[config.mk]
export PLATFORM = sky130hd
export DESIGN_NAME = conv_acc_ctrl
export DESIGN_NICKNAME = d
export VERILOG_FILES = /design/src/rtl/conv_acc_ctrl.sv
export SDC_FILE = /design/constraint.sdc
export NUM_CORES = 1
export LEC_CHECK = 0
export CORE_MARGIN = 2
export CORE_UTILIZATION = 55
export DETAILED_ROUTE_END_ITERATION = 6
export PLACE_DENSITY = 0.76
export SLEW_MARGIN = 10
export SYNTH_ARGS = -nofsm -noshare
export SYNTH_HDL_FRONTEND = slang
export SYNTH_SLANG_ARGS = --single-unit
[constraint.sdc]
create_clock -name clk -period 3.84 [get_ports clk]
set_input_delay 0.384 -clock clk [delete_from_list [all_inputs] [get_ports clk]]
set_output_delay 0.384 -clock clk [all_outputs]
set_load 0.02 [all_outputs]
[src/rtl/conv_acc_ctrl.sv]
// Sequencer for a Conv_acc core: buffers weight and image windows from an input
// stream, replays each as a gap-free burst, and queues results under credit control.
module conv_acc_ctrl #(
  parameter int WIDTH  = 64,
  parameter int TAPS   = 9,
  parameter int RDEPTH = 4
) (
  input  logic             clk,
  input  logic             rst,
  input  logic             start,
  input  logic [15:0]      cfg_num_win,
  input  logic [WIDTH-1:0] s_data,
  input  logic             s_valid,
  output logic             s_ready,
  output logic [WIDTH-1:0] acc_data,
  output logic             acc_weight_setup,
  input  logic [WIDTH-1:0] acc_out_data,
  input  logic             acc_out_en,
  output logic [WIDTH-1:0] m_data,
  output logic             m_valid,
  input  logic             m_ready,
  output logic             busy,
  output logic             done,
  output logic             err
);

  localparam int KW = $clog2(TAPS + 1);
  localparam int PW = (RDEPTH > 1) ? $clog2(RDEPTH) : 1;
  localparam int CW = $clog2(RDEPTH + 1);
  localparam logic [KW-1:0] K_LAST = KW'(TAPS - 1);

  typedef enum logic [2:0] {
    IDLE, W_FILL, W_BURST, I_FILL, I_BURST, DRAIN, DONE
  } state_t;

  state_t state, state_nxt;

  logic [WIDTH-1:0] tap_buf  [TAPS];
  logic [WIDTH-1:0] fifo_mem [RDEPTH];
  logic [KW-1:0]    k;
  logic [15:0]      num_win;
  logic [15:0]      win_cnt;
  logic [CW-1:0]    outstanding;
  logic [CW-1:0]    fifo_count;
  logic [PW-1:0]    wr_ptr;
  logic [PW-1:0]    rd_ptr;

  logic burst;
  logic s_fire;
  logic k_last;
  logic job_start;
  logic issue;
  logic ret_ok;
  logic fifo_full;
  logic push;
  logic pop;
  logic credit_ok;
  logic err_set;

  assign s_fire    = s_valid & s_ready;
  assign k_last    = (k == K_LAST);
  assign job_start = (state == IDLE) && start;
  assign issue     = (state == I_BURST) && k_last;
  assign ret_ok    = acc_out_en && (outstanding != '0);
  assign fifo_full = (fifo_count == CW'(RDEPTH));
  assign push      = ret_ok && !fifo_full;
  assign pop       = m_valid && m_ready;
  assign err_set   = (acc_out_en && (outstanding == '0)) || (ret_ok && fifo_full);

  // Every in-flight window owns a FIFO slot, so results can never overflow it.
  assign credit_ok = ({1'b0, fifo_count} + {1'b0, outstanding}) < (CW + 1)'(RDEPTH);

  assign acc_data = burst ? tap_buf[k] : '0;
  assign m_valid  = (fifo_count != '0);
  assign m_data   = fifo_mem[rd_ptr];

  // NOTE: sequential state uses non-blocking assignments so every register
  // samples pre-edge values regardless of block ordering.
  always_ff @(posedge clk or negedge rst) begin
    if (!rst) state <= IDLE;
    else      state <= state_nxt;
  end

  // NOTE: every output of this block gets a default first, so no path can
  // leave one unassigned and infer a latch.
  always_comb begin
    state_nxt        = state;
    s_ready          = 1'b0;
    acc_weight_setup = 1'b0;
    burst            = 1'b0;
    busy             = 1'b1;
    done             = 1'b0;
    unique case (state)
      IDLE: begin
        busy             = 1'b0;
        acc_weight_setup = 1'b1;
        if (start) state_nxt = W_FILL;
      end
      W_FILL: begin
        acc_weight_setup = 1'b1;
        s_ready          = 1'b1;
        if (s_valid && k_last) state_nxt = W_BURST;
      end
      W_BURST: begin
        acc_weight_setup = 1'b1;
        burst            = 1'b1;
        if (k_last) state_nxt = (num_win == 16'd0) ? DRAIN : I_FILL;
      end
      I_FILL: begin
        s_ready = credit_ok;
        if (s_valid && credit_ok && k_last) state_nxt = I_BURST;
      end
      I_BURST: begin
        burst = 1'b1;
        if (k_last) state_nxt = ((win_cnt + 16'd1) == num_win) ? DRAIN : I_FILL;
      end
      DRAIN: begin
        if (outstanding == '0) state_nxt = DONE;
      end
      DONE: begin
        done      = 1'b1;
        state_nxt = IDLE;
      end
      default: state_nxt = IDLE;
    endcase
  end

  // k indexes the buffer both while filling and while replaying a burst.
  always_ff @(posedge clk or negedge rst) begin
    if (!rst)                  k <= '0;
    else if (state == IDLE)    k <= '0;
    else if (s_fire || burst)  k <= k_last ? '0 : k + KW'(1);
  end

  // NOTE: data arrays carry no reset; the counters that qualify them do.
  always_ff @(posedge clk) begin
    if (s_fire) tap_buf[k] <= s_data;
  end

  always_ff @(posedge clk or negedge rst) begin
    if (!rst) begin
      num_win <= '0;
      win_cnt <= '0;
    end else if (job_start) begin
      num_win <= cfg_num_win;
      win_cnt <= '0;
    end else if (issue) begin
      win_cnt <= win_cnt + 16'd1;
    end
  end

  always_ff @(posedge clk or negedge rst) begin
    if (!rst) begin
      outstanding <= '0;
    end else begin
      unique case ({issue, ret_ok})
        2'b10:   outstanding <= outstanding + CW'(1);
        2'b01:   outstanding <= outstanding - CW'(1);
        default: outstanding <= outstanding;
      endcase
    end
  end

  always_ff @(posedge clk) begin
    if (push) fifo_mem[wr_ptr] <= acc_out_data;
  end

  always_ff @(posedge clk or negedge rst) begin
    if (!rst) begin
      wr_ptr     <= '0;
      rd_ptr     <= '0;
      fifo_count <= '0;
    end else begin
      if (push) wr_ptr <= wr_ptr + PW'(1);
      if (pop)  rd_ptr <= rd_ptr + PW'(1);
      unique case ({push, pop})
        2'b10:   fifo_count <= fifo_count + CW'(1);
        2'b01:   fifo_count <= fifo_count - CW'(1);
        default: fifo_count <= fifo_count;
      endcase
    end
  end

  // A fault in the same cycle as a start still leaves err set.
  always_ff @(posedge clk or negedge rst) begin
    if (!rst)           err <= 1'b0;
    else if (err_set)   err <= 1'b1;
    else if (job_start) err <= 1'b0;
  end

endmodule

# After elaboration in Yosys (flattened, before gate mapping)
# Memories as Yosys holds them, arrays and structs flattened.
# Cells that the tools add are included.
# classes
n_lt_le_gt_ge	1
add_sub_neg	9
reduce_logical	26
bitwise_logic	1
muxes	28
eq_ne	19
# ops
cell	n
$mux 64	1
$mux 16	2
$mux 3	8
$pmux 3 s6	1
$add 16x1->16 const B	1
$eq 16x16->1	1
$logic_not 16->1	1
$eq 3x3->1 const B	4
$mux 4	3
$ne 2x2->1 const B	6
$pmux 3 s2	2
$logic_and 1x1->1	10
$mux 1	10
$reduce_bool 2->1	5
$add 3x1->3 const B	2
$eq 3x2->1 const B	2
$logic_not 3->1	2
$reduce_and 6->1	1
$reduce_bool 3->1	2
$sub 3x1->3 const B	2
$add 2x1->2 const B	2
$add 3x3->4	1
$add 4x1->4 const B	1
$eq 2x1->1 const B	2
other kinds (10)	12
# totals
input_bits	150
n_memories	2
ram_bits	832
reg_bits	50
out_inout_bits	134
word_cells	95
# memory_table
name	words	width	rd	rd_clocked_by_memory_dff	wr	line	text
tap_buf	9	64	1	0	1	38	logic [WIDTH-1:0] tap_buf [TAPS];
fifo_mem	4	64	1	0	1	39	logic [WIDTH-1:0] fifo_mem [RDEPTH];

# Logic depth before layout (Yosys ltp)
# depth
depth_word	7
ltp_mapped	15
mapped_depth_nobuf	11

# Least setup slack after synthesis
# OpenSTA, ideal clock, no wires.
# synth_timing
path_kind	reg2reg
startpoint	reg outstanding[2]
endpoint	mem tap_buf[5][0] (enable)
setup_ps	429
t_arrival_ps	3235
period_less_slack_ps	3664
path_stages_with_launch	7
path_buffers	0
t_required_ps	3411
setup_slack_ps	176
path_cell_list	dfrtp_1 > ha_1 > nor3_1 > nand2_1 > a21oi_1 > and4b_1 > and2_1
# synth_via
elab_chain_len	6
# synth_lines
item	line	text
start, declared	43	logic [CW-1:0] outstanding;
start signal, assigned	157	2'b10: outstanding <= outstanding + CW'(1);
start signal, assigned	158	2'b01: outstanding <= outstanding - CW'(1);
start signal, assigned	159	default: outstanding <= outstanding;
$add 3x3->4	71	assign credit_ok = ({1'b0, fifo_count} + {1'b0, outstanding}) < (CW + 1)'(RDEPTH);
$lt 4x3->1	71	
$pmux 1 s2	93	unique case (state)
net s_ready	14	output logic s_ready,
$and 1x1->1	60	assign s_fire = s_valid & s_ready;
$mux 1	137	if (s_fire) tap_buf[k] <= s_data;
$mux 1 (not written as such)	137	
end, declared	38	
# The timed path passes the listed nets, and every way through them passes these cells.

# Final worst setup path
# layout_timing
startpoint	reg k[1]
endpoint	out acc_data[1]
# layout_via
elab_chain_len	2
# layout_lines
item	line	text
start, declared	40	logic [KW-1:0] k;
start signal, assigned	132	else if (s_fire || burst) k <= k_last ? '0 : k + KW'(1);
$mem_v2 9x64	-	
$mux 64	73	assign acc_data = burst ? tap_buf[k] : '0;
end, declared	15	output logic [WIDTH-1:0] acc_data,
# No other way between the ends.

==> flow_summary_export.csv <==
group,metric,value,unit
floorplanning,die_height,253.6,um
final_layout,nNetsFinal,2192,
placed_design,io_buffers,283,
floorplanning,die_w,253.6,um
floorplanning,initial_utilization,55.61,%
detailed_routing,vias,17050,
sta,fin_crit_sh,94.23,%
setup_path,worst-path-buf-inv,2,
detailed_routing,drt-pass1-iter-count,5,
cts,h-tree-depth,3,
cts,cts_buffer_depth,3,
global_routing,overflow,0,
final_layout,syn_to_final_growth,20.56,%
yosys,synth_mux_area_share,15.11,%
yosys,synthDistinctLibCells,56,
sta,grt_setup_unrepaired,"false",
sta,finClkSkew,0.02570,ns
yosys,yosys_warnings,0,
setup_path,start_kind,"flip-flop",
detailed_routing,drcViolationCount,0,
sta,worst_pin_slew,0.9081,ns
sta,max_freq,0.2764,GHz
yosys,synth_edf_count,832,
setup_path,arrival,3.23,ns
cts,cts_sinks,882,
yosys,yosys.area_share.xor_xnor,0.8620,%
global_routing,first_global_vias,18000,
cts,cts-resized-gates,0,
placed_design,dp_slack,0.7116,ns
setup_path,endpoint_kind,"primary output",
setup_path,path_delay_family,"buffers and inverters",
detailed_routing,viasPerCell,5.807,
floorplanning,rows,91,
floorplanning,die_area,64300,sq um
global_routing,grt_max_degree,74,
sta,maxSlewViolCount,0,
yosys,synth_top_family_by_area,"multiplexers",
global_routing,grt_first_pass_wirelength,105700,um
final_layout,post-route-cell-area,41300,sq um
yosys,synth.top_cells.by_count,"edfxtp_1, mux4_2, nor2_1",
global_routing,grt_antenna_before_repair,10,
detailed_routing,routedWlPerCell,23.68,um
setup_path,cpMaxStageDelayCell,"dfrtp_4",
yosys,avgSynthCellArea,20.22,sq um
yosys,ys_top_cells_by_area,"edfxtp_1, mux4_2, dfrtp_1, mux2i_1, nor2_1",
sta,worst_hold_slack,0.3777,ns
sta,fin_crit,3.618,ns
yosys,synthAdderAreaFrac,0.5917,%
setup_path,path_cells,"buf_12 -> mux4_2 -> mux2i_1 -> nor2_1 -> a21oi_1 -> nor2_1 -> clkdlybuf4s50_1",
setup_path,cp_common_cell,"nor2_1",
yosys,syn_nets,1859,
cts,clk_pin_slew,0.06,ns
yosys,ys_ff_latch,882,
detailed_routing,detail-route-antenna-nets,0,
placed_design,dp_hpwl,41040,um
yosys,yosysSeqAreaShare,76.59,%
setup_path,cp_max_fo,67,
yosys,netlist_area,34260,sq um
floorplanning,core,61600,sq um
min_path,hold_class,"in -> reg",
detailed_routing,wl,69560,um
power_and_ir_drop,power_density,743.1,nW/um^2
yosys,yosysMostFrequentCell,"edfxtp_1",
global_routing,track_usage,21.89,%
final_layout,fin_cells,2937,
setup_path,criticalPathCategory,"reg -> out",
yosys,synthFlopType,"edfxtp_1",
power_and_ir_drop,vdd_drop_max,0.5354,mV
yosys,synth-compound-area-share,2.162,%
cts,cts_inserted_buffers,88,
yosys,synth-simple-area-share,3.430,%
cts,clk_latency,0.63,ns
sta,slew_headroom,39.24,%
placed_design,post-place-cells,2772,
cts,cts_tree,"built",
placed_design,place_congestion,0.7851,
sta,fin_ws,0.2216,ns
sta,setup_tns,0,ns
yosys,synth_top_area_share,72.93,%
sta,finalHoldViolCount,0,
setup_path,cpPeakStageDelay,0.59,ns
final_layout,fillers,3941,
final_layout,drive_gt1_share,19.44,%
status,status,"completed",
yosys,synthCells,1694,
sta,setup_viol,0,
detailed_routing,drt_iter0_drc,1364,
flow_run,max_cap_viol_count,0,
setup_path,required,3.46,ns
cts,cts-root-buf,"clkbuf_16",
placed_design,dpl_cell_area,38450,sq um
yosys,async_reset_ff_share,5.669,%
power_and_ir_drop,static-leakage-power,13.42,nW
floorplanning,pin_count,284,
yosys,yosys.area.top_type,"edfxtp_1",
## cells in the final DEF, fill, tap and decap left out, types with 5 or more instances in the layout
master / synthesis / final
o21ai_0: 36 / 36
a21oi_1: 73 / 73
and2_4: 0 / 8
xor2_1: 14 / 14
and3_1: 11 / 6
ha_1: 13 / 13
inv_1: 14 / 14
nor2_1: 152 / 152
clkbuf_1: 44 / 19
xnor2_1: 17 / 17
dfrtp_4: 0 / 5
clkdlybuf4s50_1: 0 / 282
mux2i_1: 67 / 67
mux2_2: 16 / 16
clkinv_1: 2 / 21
clkbuf_16: 0 / 89
bufinv_16: 0 / 8
nor3_1: 8 / 8
mux4_2: 192 / 192
nand3_1: 9 / 9
dfrtp_1: 50 / 44
nand2_1: 25 / 25
nor4_1: 6 / 6
nand4_1: 5 / 5
buf_12: 0 / 23
edfxtp_1: 832 / 832
buf_4: 2 / 23
clkinv_2: 0 / 18
## final cells by class
cell class                      instances  area (sq um)  area share, %
Timing Repair Buffer                  331          3486          8.441
Sequential cell                       882         26260          63.58
Tap cell                              837          1047          2.536
Clock buffer                          108          2298          5.566
Inverter                               16         60.06         0.1454
Clock inverter                         54         518.0          1.254
Multi-Input combinational cell        708          7630          18.48
Antenna cell                            1         2.502       0.006060
## per-stage QoR
| stage | total power, mW | utilization, % |
|---|---|---|
| floorplan | 18.78 | - |
| global placement | 22.50 | 62.43 |
| detailed placement | 22.66 | 62.43 |
| CTS | 31.00 | 67.01 |
| global route | 32.08 | 67.04 |
| finish | 30.69 | 67.04 |
## timing repair
| action | in CTS | in global routing |
|---|---|---|
| buffers inserted | 0 | 1 |
| endpoints found under the hold margin | 30 | 0 |
| setup endpoints to repair | 0 | 6 |
| hold buffers | 1 | 0 |
## power breakdown
| part | switching [mW] | internal, mW |
|---|---|---|
| registers | 0.674 | 11.7 |
| logic | 5.20 | 4.77 |
| clock network | 3.51 | 4.82 |
| total | 9.38 | 21.3 |
## cell families after synthesis
kind of cell,after synthesis
DFF,882
muxes,275
AOI/OAI and AO/OA,134
adders and majority gates,15
xor gates and xnor gates,32
and+or+nand+nor,252
buffers and inverters,104
## flip-flops by register name, summed over array words and instances (netlist names)
name and cells:
win_cnt 16, outstanding 3, fifo_mem 256, rd_ptr 2
err 1, k 4, fifo_count 3, state 3
num_win 16, wr_ptr 2, tap_buf 576
## metal layers
| metal | vias to the layer above | global-route usage (%) | wire length [um] |
|---|---|---|---|
| met4 | 16 | 6.221 | 1512 |
| met3 | 133 | 5.388 | 5433 |
| met1 | 8777 | 29.02 | 27530 |
| met2 | 594 | 36.44 | 34980 |
| met5 | - | 0 | 101 |
| li1 | 7534 | - | - |
## final timing paths
| kind | from | endpoint | slack (ns) | depth (start not counted) |
|---|---|---|---|---|
| min | cfg_num_win[6] | num_win[6]$_DFFE_PN0P_ | 0.38 | 2 |
| min in group asynchronous | rst | num_win[7]$_DFFE_PN0P_ | 0.39 | 2 |
| min reg2reg | outstanding[2]$_DFFE_PN0P_ | outstanding[2]$_DFFE_PN0P_ | 0.50 | 1 |
| max | k[1]$_DFFE_PN0P_ | acc_data[1] | 0.22 | 7 |
| max reg2reg | outstanding[2]$_DFFE_PN0P_ | tap_buf[0][9]$_DFFE_PP_ | 0.67 | 7 |
| max in group asynchronous | rst | k[2]$_DFFE_PN0P_ | 2.67 | 3 |
No activity file was read; power rests on OpenSTA's default activity.
